**src/rtl/serial_sum_deserializer.sv**
```systemverilog
// serial_sum_deserializer: assembles an LSB-first serial sum plus final carry into a parallel word with valid/ready output
module serial_sum_deserializer #(
  parameter int WIDTH = 4
) (
  input  logic             clk,
  input  logic             rst_n,
  input  logic             start,
  input  logic             bit_valid,
  input  logic             sum_bit,
  input  logic             carry_bit,
  output logic [WIDTH-1:0] result,
  output logic             cout,
  output logic             result_valid,
  input  logic             result_ready,
  output logic             busy,
  output logic             frame_abort,
  output logic             overrun
);
  localparam int CW = $clog2(WIDTH) + 1;
  localparam logic [1:0] IDLE = 2'd0, COLLECT = 2'd1, HOLD = 2'd2;
  logic [1:0] state, state_nxt;
  logic [WIDTH-1:0] shreg, shifted;
  logic [CW-1:0] count;
  logic last, clear, shift_en, accept;
  always_comb begin
    shifted = {sum_bit, shreg[WIDTH-1:1]};
    last = count == CW'(WIDTH - 1);
    accept = state == HOLD && result_ready;
    clear = start && (state != HOLD || result_ready);
    shift_en = state == COLLECT && !start && bit_valid;
    state_nxt = state == IDLE ? (start ? COLLECT : IDLE) :
                state == COLLECT ? ((shift_en && last) ? HOLD : COLLECT) :
                accept ? (start ? COLLECT : IDLE) : HOLD;
  end
  always_ff @(posedge clk or negedge rst_n) begin
    if (!rst_n) begin
      state <= IDLE;
      shreg <= '0;
      count <= '0;
      result <= '0;
      cout <= 1'b0;
      result_valid <= 1'b0;
      busy <= 1'b0;
      frame_abort <= 1'b0;
      overrun <= 1'b0;
    end else begin
      state <= state_nxt;
      busy <= state_nxt == COLLECT;
      frame_abort <= state == COLLECT && start;
      overrun <= state == HOLD && bit_valid;
      if (clear) begin
        shreg <= '0;
        count <= '0;
      end else if (shift_en) begin
        shreg <= shifted;
        count <= last ? '0 : count + CW'(1);
      end
      if (shift_en && last) begin
        result <= shifted;
        cout <= carry_bit;
        result_valid <= 1'b1;
      end else if (accept) begin
        result_valid <= 1'b0;
      end
    end
  end
endmodule
```
**config.mk**
```make
export PLATFORM = sky130hd
export DESIGN_NAME = serial_sum_deserializer
export DESIGN_NICKNAME = d
export VERILOG_FILES = /design/src/rtl/serial_sum_deserializer.sv
export SDC_FILE = /design/constraint.sdc
export NUM_CORES = 1
export LEC_CHECK = 0
export ABC_AREA = 1
export CORE_MARGIN = 2
export CORE_UTILIZATION = 35
export CTS_CLUSTER_SIZE = 12
export DETAILED_ROUTE_END_ITERATION = 6
export SKIP_CTS_REPAIR_TIMING = 1
export SYNTH_ARGS = -nofsm -noshare
export SYNTH_HDL_FRONTEND = slang
export SYNTH_SLANG_ARGS = --single-unit
```
**constraint.sdc**
```tcl
create_clock -name clk -period 1.6 [get_ports clk]
set_input_delay 0.4 -clock clk [delete_from_list [all_inputs] [get_ports clk]]
set_output_delay 0.4 -clock clk [all_outputs]
set_load 0.02 [all_outputs]
```
==> impl_metrics.py <==
metrics = {
    "status": {
        "status": "finished clean",
    },
    "floorplan": {
        "core_area_um2": 1960,
        "start_util": 0.371,
        "die_h_um": 49.6,
        "io_pins": 16,
        "die_x_um": 49.6,
        "dieArea_um2": 2460,
        "num_rows": 16,
    },
    "sta": {
        "min_period_ns": 1.28,
        "slew_viol_final": 0,
        "worst_pin_slew_ns": 0.239,
        "finalSetupTns_ns": 0,
        "post-route-period-util": 0.803,
        "final_hold_viol_count": 0,
        "rsz0062_at_grt": "false",
        "setup_viol": 0,
        "skew_ns": 0.00161,
        "max_freq_ghz": 0.778,
        "max_slew_margin": 0.840,
    },
    "clock_network": {
        "cts_tree": "built",
        "cts.path.max_buffers": 2,
        "clkSinkCount": 17,
        "clk_pin_slew_ns": 0.09,
        "clkLatencyLatePin_ns": 0.28,
        "cts.htree.levels": 1,
        "ctsRootBufferMaster": "clkbuf_4",
        "numCtsBuffers": 3,
    },
    "drt": {
        "post_drt_via_cell_ratio": 4.53,
        "ant_nets": 0,
        "drt_iter0_drc": 7,
        "wl_per_cell_um": 10.7,
        "dr_total_vias": 585,
        "routed_wl_um": 1380,
        "drt_pre_antenna_iters": 4,
        "drc_errors": 0,
    },
    "finish": {
        "fin_cells": 129,
        "n_antenna_cell": 0,
        "area_delta_synth_final_pct": 33.0,
        "drive_above_1_share": 0.108,
        "fin_nets": 111,
    },
    "logic_synthesis": {
        "syn_avg_cell_area_um2": 8.87,
        "ys_types": 13,
        "yosysSeqAreaShare": 0.585,
        "synthMuxAreaShare": 0,
        "synth_xor_area_frac": 0,
        "synth_fp_nets": 90,
        "synth_adder_area_share": 0.0172,
        "yosys_warnings": 0,
        "synth_area_um2": 727,
        "yosys.area_share.simple": 0.341,
        "synth-compound-area-share": 0.0207,
        "synthCells": 82,
        "synth_top_family_by_area": "simple AND/OR/NAND/NOR gates",
        "ys_ff_latch": 17,
    },
    "global_route": {
        "grt_max_degree": 18,
        "grt_pass1_vias": 548,
        "grt_pass1_wl_um": 2380,
        "grt_overflow": 0,
        "antenna_found_initial": 0,
        "grt_usage": 0.124,
    },
    "pwr": {
        "p_leak_nw": 0.624,
        "total_power_mw": 1.13,
        "ir_drop_mv": 0.618,
        "power-per-cell-area_nw_per_um2": 1170,
    },
    "worst_hold_path": {
        "hold_class": "in -> async",
    },
    "worst_setup_path": {
        "crit_arrival_ns": 0.88,
        "cpMaxStageDelayCell": "dfrtp_1",
        "r2r_cells": 6,
        "crit_chain": "dlymetal6s2s_1",
        "cpPeakStageDelay_ns": 0.39,
        "cp_top_family": "flip-flops",
        "required_ns": 1.20,
        "path_class": "reg -> out",
        "path_max_fanout": 2,
        "cp.buffers_inverters": 1,
        "start_kind": "register",
        "end_kind": "output port",
        "cp_num_cells": 1,
    },
    "placed_design": {
        "place_congestion": 0.825,
        "io_buffers": 15,
        "hpwl_um": 1030,
        "dp_cells": 125,
    },
    "job": {
        "maxCapViolations": 0,
    },
}
## final timing paths
| check | start | endpoint | slack, ns |
|---|---|---|---|
| max in group asynchronous | rst_n | shreg[3]$_DFFE_PN0P_ | 0.98 |
| worst min register to register | result[0]$_DFFE_PN0N_ | result[0]$_DFFE_PN0N_ | 0.48 |
| min in group clk | result[0]$_DFFE_PN0N_ | result[0]$_DFFE_PN0N_ | 0.48 |
| worst min-delay path | rst_n | overrun$_DFF_PN0_ | 0.43 |
| worst max-delay path | result[1]$_DFFE_PN0N_ | result[1] | 0.32 |
| worst max register to register | count[0]$_DFFE_PN0P_ | result[3]$_DFFE_PN0N_ | 0.36 |
## stage by stage
stage,hold slack [ns],instance area (um2),utilization,setup slack (ns)
2_1_floorplan,0.104,727,-,0.525
3_3_place_gp,0.456,918,0.468,0.00631
3_5_place_dp,0.466,918,0.468,0.0378
4_1_cts,0.428,945,0.482,-0.0695
5_1_grt,0.448,967,0.493,0.250
6_report,0.429,967,0.493,0.315
## kinds of logic (layout without fill, tap and decap cells)
group	count (synthesis)	in the layout
DFF	17	17
adders and majority gates	1	1
and+or+nand+nor	54	54
buffers and inverters	7	27
AOI/OAI and AO/OA	3	3
## cell usage after synthesis
library cell	instances	share of area
ha_1	1	0.017
o21ai_0	2	0.014
nand2_1	27	0.14
a21oi_1	1	0.0069
inv_1	5	0.026
nor2_2	1	0.0086
dfrtp_1	17	0.59
nand2_2	1	0.0086
nor2_4	2	0.031
inv_2	2	0.010
nand3_1	15	0.10
nand3_2	1	0.014
nor2_1	7	0.036
## cell usage in the layout, fill, tap and decap left out, types with 2 or more instances in the layout
cell / Yosys / routed
nand3_1: 15 / 15
nor2_1: 7 / 7
o21ai_0: 2 / 2
inv_1: 5 / 5
inv_2: 2 / 2
nand2_1: 27 / 27
dlymetal6s2s_1: 0 / 9
dfrtp_1: 17 / 17
clkbuf_4: 0 / 3
clkdlybuf4s50_1: 0 / 6
nor2_4: 2 / 2
## registers in the layout, summed over array words and instances, names as in the netlist
name          cells
overrun           1
result            4
result_valid      1
frame_abort       1
busy              1
state             2
shreg             3
cout              1
count             3
## where the power goes
part / leakage, nW / switching, mW / internal, mW / total (mW)
Sequential: 0.228 / 0.0460 / 0.510 / 0.556
Clock: 0.0150 / 0.124 / 0.0968 / 0.221
Combinational: 0.381 / 0.213 / 0.142 / 0.354
## final cells by class
cell class | instances | area [um2]
Tap cell | 27 | 33.8
Multi-Input combinational cell | 58 | 275
Fill cell | 202 | 995
Timing Repair Buffer | 16 | 180
Clock buffer | 4 | 26.3
Inverter | 7 | 26.3
Sequential cell | 17 | 425
## per-layer routing
| metal | up-vias | GRT usage | wire, um |
|---|---|---|---|
| met5 | - | 0 | 0 |
| met4 | 0 | 0.0278 | 0 |
| met3 | 0 | 0.0485 | 94 |
| met2 | 16 | 0.198 | 626 |
| met1 | 263 | 0.160 | 656 |
| li1 | 306 | - | - |
(Power assumes the default switching activity.)
